## config.mk

```make
export PLATFORM = sky130hd
export DESIGN_NAME = id_stage_pipe
export DESIGN_NICKNAME = d
export VERILOG_FILES = /design/src/rtl/id_stage_pipe.sv
export SDC_FILE = /design/constraint.sdc
export NUM_CORES = 1
export LEC_CHECK = 0
export CORE_ASPECT_RATIO = 0.7
export CORE_MARGIN = 2
export CORE_UTILIZATION = 43
export CTS_CLUSTER_DIAMETER = 150
export CTS_CLUSTER_SIZE = 40
export DETAILED_ROUTE_END_ITERATION = 8
export PLACE_DENSITY = 0.94
export RECOVER_POWER = 25
export SETUP_SLACK_MARGIN = 0.02
export SLEW_MARGIN = 20
export SYNTH_ARGS = -nofsm -noshare
export SYNTH_HDL_FRONTEND = slang
export SYNTH_SLANG_ARGS = --single-unit
```

## constraint.sdc

```tcl
create_clock -name clk -period 5.6 [get_ports clk]
set_input_delay 1.68 -clock clk [delete_from_list [all_inputs] [get_ports clk]]
set_output_delay 1.68 -clock clk [all_outputs]
set_load 0.03 [all_outputs]
```

## src/rtl/id_stage_pipe.sv

```systemverilog
// Decode stage with EX/MEM forwarding and an integrated ID/EX register.
// Optional shift group enabled by defining ID_SHIFT_EN.
module id_stage_pipe #(
    parameter int DATA_W   = 32,
    parameter int RADDR_W  = 5,
    parameter int ALUOP_W  = 8,
    parameter int ALUSEL_W = 3,
    parameter int CNT_W    = 16
) (
    input  logic                clk,
    input  logic                rst,
    input  logic                inst_valid_i,
    input  logic [DATA_W-1:0]   pc_i,
    input  logic [31:0]         inst_i,
    input  logic [DATA_W-1:0]   reg1_data_i,
    input  logic [DATA_W-1:0]   reg2_data_i,
    output logic                reg1_read_o,
    output logic                reg2_read_o,
    output logic [RADDR_W-1:0]  reg1_addr_o,
    output logic [RADDR_W-1:0]  reg2_addr_o,
    input  logic                ex_wreg_i,
    input  logic [RADDR_W-1:0]  ex_wd_i,
    input  logic [DATA_W-1:0]   ex_wdata_i,
    input  logic                mem_wreg_i,
    input  logic [RADDR_W-1:0]  mem_wd_i,
    input  logic [DATA_W-1:0]   mem_wdata_i,
    input  logic                stall_i,
    input  logic                flush_i,
    output logic                ex_valid_o,
    output logic [DATA_W-1:0]   ex_pc_o,
    output logic [ALUOP_W-1:0]  ex_aluop_o,
    output logic [ALUSEL_W-1:0] ex_alusel_o,
    output logic [DATA_W-1:0]   ex_reg1_o,
    output logic [DATA_W-1:0]   ex_reg2_o,
    output logic [RADDR_W-1:0]  ex_wd_o,
    output logic                ex_wreg_o,
    output logic [CNT_W-1:0]    inv_cnt_o
);

    logic [5:0]  op;
    logic [5:0]  funct;
    logic [4:0]  rs;
    logic [4:0]  rt;
    logic [4:0]  rd;
    logic [4:0]  sa;
    logic [15:0] imm16;

    assign op    = inst_i[31:26];
    assign rs    = inst_i[25:21];
    assign rt    = inst_i[20:16];
    assign rd    = inst_i[15:11];
    assign sa    = inst_i[10:6];
    assign funct = inst_i[5:0];
    assign imm16 = inst_i[15:0];

    logic [ALUOP_W-1:0]  d_aluop;
    logic [ALUSEL_W-1:0] d_alusel;
    logic [RADDR_W-1:0]  d_wd;
    logic                d_wreg;
    logic                d_re1;
    logic                d_re2;
    logic                d_inv;
    logic [DATA_W-1:0]   d_imm1;
    logic [DATA_W-1:0]   d_imm2;

    always_comb begin
        d_aluop  = '0;
        d_alusel = '0;
        d_wd     = '0;
        d_wreg   = 1'b0;
        d_re1    = 1'b0;
        d_re2    = 1'b0;
        d_inv    = 1'b1;
        d_imm1   = '0;
        d_imm2   = '0;
        unique case (1'b1)
            (op == 6'h0D), (op == 6'h0C), (op == 6'h0E): begin
                d_aluop  = (op == 6'h0D) ? ALUOP_W'(8'h25) :
                           (op == 6'h0C) ? ALUOP_W'(8'h24) :
                                           ALUOP_W'(8'h26);
                d_alusel = ALUSEL_W'(3'b001);
                d_re1    = 1'b1;
                d_imm2   = DATA_W'(imm16);
                d_wd     = RADDR_W'(rt);
                d_wreg   = 1'b1;
                d_inv    = 1'b0;
            end
            (op == 6'h0F): begin
                d_aluop  = ALUOP_W'(8'h25);
                d_alusel = ALUSEL_W'(3'b001);
                d_imm2   = DATA_W'({imm16, 16'h0000});
                d_wd     = RADDR_W'(rt);
                d_wreg   = 1'b1;
                d_inv    = 1'b0;
            end
            (op == 6'h00) && (sa == 5'd0) &&
            (funct >= 6'h24) && (funct <= 6'h27): begin
                d_aluop  = ALUOP_W'(funct);
                d_alusel = ALUSEL_W'(3'b001);
                d_re1    = 1'b1;
                d_re2    = 1'b1;
                d_wd     = RADDR_W'(rd);
                d_wreg   = 1'b1;
                d_inv    = 1'b0;
            end
`ifdef ID_SHIFT_EN
            (op == 6'h00) && (rs == 5'd0) &&
            ((funct == 6'h00) || (funct == 6'h02) ||
             (funct == 6'h03)): begin
                d_aluop  = (funct == 6'h00) ? ALUOP_W'(8'h7C) :
                                              ALUOP_W'(funct);
                d_alusel = ALUSEL_W'(3'b010);
                d_imm1   = DATA_W'(sa);
                d_re2    = 1'b1;
                d_wd     = RADDR_W'(rd);
                d_wreg   = 1'b1;
                d_inv    = 1'b0;
            end
`endif
            default: ;
        endcase
    end

    assign reg1_addr_o = RADDR_W'(rs);
    assign reg2_addr_o = RADDR_W'(rt);
    assign reg1_read_o = d_re1 & ~rst;
    assign reg2_read_o = d_re2 & ~rst;

    // EX result is newer than MEM, so it wins on a double match.
    function automatic logic [DATA_W-1:0] fwd(
        input logic               re,
        input logic [RADDR_W-1:0] addr,
        input logic [DATA_W-1:0]  imm,
        input logic [DATA_W-1:0]  rf
    );
        if (!re)
            return imm;
        else if (addr == '0)
            return '0;
        else if (ex_wreg_i && ex_wd_i == addr)
            return ex_wdata_i;
        else if (mem_wreg_i && mem_wd_i == addr)
            return mem_wdata_i;
        else
            return rf;
    endfunction

    logic [DATA_W-1:0] op1;
    logic [DATA_W-1:0] op2;

    assign op1 = fwd(d_re1, reg1_addr_o, d_imm1, reg1_data_i);
    assign op2 = fwd(d_re2, reg2_addr_o, d_imm2, reg2_data_i);

    logic load;
    assign load = ~flush_i & ~stall_i;

    always_ff @(posedge clk) begin
        if (rst || flush_i || (load && !inst_valid_i)) begin
            ex_valid_o  <= 1'b0;
            ex_pc_o     <= '0;
            ex_aluop_o  <= '0;
            ex_alusel_o <= '0;
            ex_reg1_o   <= '0;
            ex_reg2_o   <= '0;
            ex_wd_o     <= '0;
            ex_wreg_o   <= 1'b0;
        end else if (load) begin
            ex_valid_o  <= 1'b1;
            ex_pc_o     <= pc_i;
            ex_aluop_o  <= d_aluop;
            ex_alusel_o <= d_alusel;
            ex_reg1_o   <= op1;
            ex_reg2_o   <= op2;
            ex_wd_o     <= d_wd;
            ex_wreg_o   <= d_wreg;
        end
    end

    always_ff @(posedge clk) begin
        if (rst)
            inv_cnt_o <= '0;
        else if (load && inst_valid_i && d_inv && !(&inv_cnt_o))
            inv_cnt_o <= inv_cnt_o + 1'b1;
    end

endmodule

```

==> run metrics <==
Worst Setup Slack, final=0.293 ns; Max Fclk=between 0.15 and 0.2 GHz; CTS tree=done; startpoint types=primary input; area leader, netlist=dfxtp_1; Hold Path Class=flip-flop to flip-flop; Clock Sinks=125; layout cells sized above 1=0.0679; largest net degree at the start of global routing=between 50 and 60; most common cell after layout, fill and taps aside=clkdlybuf4s50_1; Fin. Hold Viols=0; CORE AREA=around 0.015 mm2; first-pass GRT wire length=43500 um; top area cells in the synthesized netlist=dfxtp_1 (37%), o21ai_0 (8.0%), nor2_1 (5.4%), nor3_1 (4.7%), a211oi_1 (4.7%); RSZ-0062 raised after global routing=false; GRT Overall Usage=0.337; fin. max-slew vios=0; Reg-to-Reg End=inv_cnt_o[15]$_SDFFE_PP0P_; Critical Path End Type=output pin; PostCTS Resize Cnt=0; dpl hpwl=21000 um; std cell rows=38; worst-case clock buffer depth=2; Crit Path Max Fanout=3; initial DRC count=~710; LEAKAGE=slightly above 4 nW; Main synth FF type=dfxtp_1; hold_sp=ex_reg1_o[2]$_SDFFE_PP0P_; diodes inserted=0; DRC=0; Layout Skew=between 0.01 and 0.015 ns; Synth Cell Area=between 0.006 and 0.007 mm2; worst-margin pin slew=a little under 1 ns; reg2reg setup slack=between 3 and 4 ns; via count=between 8k and 9k; critical path class=primary input to output pin; R2R depth=5; area delta synth->final=60.7%; status=completed; Vias/cell=5.95; Final Setup Violations=0; Starting Density=0.436; Post-CTS Repair Setup Buffers=0; Hold WS=around 0.45 ns; dpl ws=0.298 ns; number of synthesized flops with an enable pin=0; post-DR wirelength/cell=approximately 21 um; fin crit period=~5.3 ns; Worst Hold End=ex_reg1_o[2]$_SDFFE_PP0P_; average instance area after synthesis=slightly below 8 um2; PortBufs=346; register area share after synthesis=0.373; post-route ant nets=0; CP arrival=approximately 3.6 ns; Synth Instances=about 870; Core Util, Final=0.701; most frequent cells in the layout=clkdlybuf4s50_1 (281), dfxtp_1 (125), o21ai_0 (107); vias in the first global route=a little under 8k; post-synthesis register bit count=around 130; Cell variety after synth=between 50 and 60; cts bufs inserted=17; die area=between 0.015 and 0.02 mm2; WP data required=approximately 4 ns; Worst VDD drop=between 0.0002 and 0.00025 V; final setup TNS=0 ns; DRT Wirelength=about 29000 um; root buf cell=clkbuf_16; worst skew pair latency=roughly 0.41 ns; Yosys warning count=0; maxcap violations=0; nets=between 1k and 1.5k; slew margin rel.=0.337; H-tree levels=4; DR pass1 iterations=5; die width=between 150 and 200 um; Die Span Y=around 110 um; initial antenna violation count=0; total gr overflow=0; fraction of registers with async set/reset=0; hold_buf cts=0; period utilization=0.948; # IOs=351; pwr dens=around 240 mW/mm2; RePlAce Congestion=0.910; clock transition at the registers of the reported paths=0.06 ns; hold depth=2; Yosys top cell area share=0.373; Reg-to-Reg Start=inv_cnt_o[6]$_SDFFE_PP0P_
## cells by family (layout without fill, tap and decap cells)
family / Yosys count / after routing / synth area share
AOI/OAI and AO/OA: 304 / 304 / 0.298
and+or+nand+nor: 283 / 283 / 0.207
buffers and inverters: 127 / 434 / 0.0842
DFF: 125 / 125 / 0.373
xor gates and xnor gates: 25 / 25 / 0.0326
muxes: 2 / 2 / 0.00317
adders and majority gates: 1 / 1 / 0.00186
other: 1 / 4 / 0.000558
## through the flow
stage,instances,instance area (um2),power [mW]
after detailed placement,1346,10200,1.40
final,1378,10800,2.57
after CTS,1378,10800,2.57
after global placement,1346,10200,1.40
after global routing,1378,10800,2.65
after floorplan,871,6730,1.14
## Yosys cell counts, types with 2 or more instances
master / n
a2111oi_0: 2
a211oi_1: 42
a21boi_0: 14
a21oi_1: 39
a221oi_1: 6
a31o_2: 3
a31oi_1: 15
and2_1: 3
and3_1: 9
and4_1: 2
buf_1: 2
buf_2: 6
buf_4: 15
clkbuf_1: 64
dfxtp_1: 125
inv_1: 37
nand2_1: 55
nand2b_1: 2
nand3_1: 9
nand4_1: 3
nor2_1: 97
nor3_1: 63
nor4_1: 4
nor4b_4: 2
o211a_1: 12
o21a_1: 5
o21ai_0: 108
o21ai_1: 2
o22ai_1: 32
o41ai_1: 8
o41ai_2: 10
or2_2: 2
or3_1: 23
xnor2_1: 16
xor2_1: 9
## report_power, final
part | switching (mW) | leakage (nW) | internal [mW] | total, mW
sequential | 0.0113 | 1.01 | 0.910 | 0.922
clock | 0.456 | 0.298 | 0.721 | 1.18
combinational | 0.239 | 2.83 | 0.229 | 0.468
## per-layer routing
metal | GRT usage | wire (um) | part of all wire | vias up
met2 | 0.563 | 13600 | 0.47 | 535
met3 | 0.0950 | 3060 | 0.11 | 90
li1 | - | - | - | 3737
met4 | 0.129 | 1060 | 0.036 | 0
met1 | 0.417 | 11400 | 0.39 | 3833
met5 | 0 | 0 | 0 | -
## flip-flops by register name, indices dropped and copies added (netlist names)
name and flops:
ex_aluop_o 6, inv_cnt_o 16, ex_reg2_o 32, ex_reg1_o 32, ex_valid_o 1, ex_wreg_o 1
ex_pc_o 32, ex_wd_o 5
## final cells by class
| class | count | area, um2 |
|---|---|---|
| fillers | 1195 | 4610 |
| multi-input cells | 619 | 3680 |
| repair buffers | 365 | 3600 |
| flip-flops and latches | 125 | 2500 |
| clock buffers | 18 | 439 |
| well taps | 200 | 250 |
| clock inverters | 14 | 180 |
| inverters | 37 | 139 |
## critical path, cell delays in order
cell,delay (ns)
clkdlybuf4s50_1,0.48
nor4_4,0.50
nand4_2,0.18
nor2_1,0.11
clkdlybuf4s50_1,0.67
## worst max-delay path by stage
stage	from	to	cells past startpoint
6_report	inst_i[8]	reg2_read_o	5
5_1_grt	inst_i[8]	reg2_read_o	5
4_1_cts	inst_i[8]	reg2_read_o	5
3_5_place_dp	inst_i[8]	reg2_read_o	5
3_3_place_gp	inst_i[8]	reg2_read_o	5
2_1_floorplan	inst_i[31]	reg1_read_o	6
(Power assumes the default switching activity.)
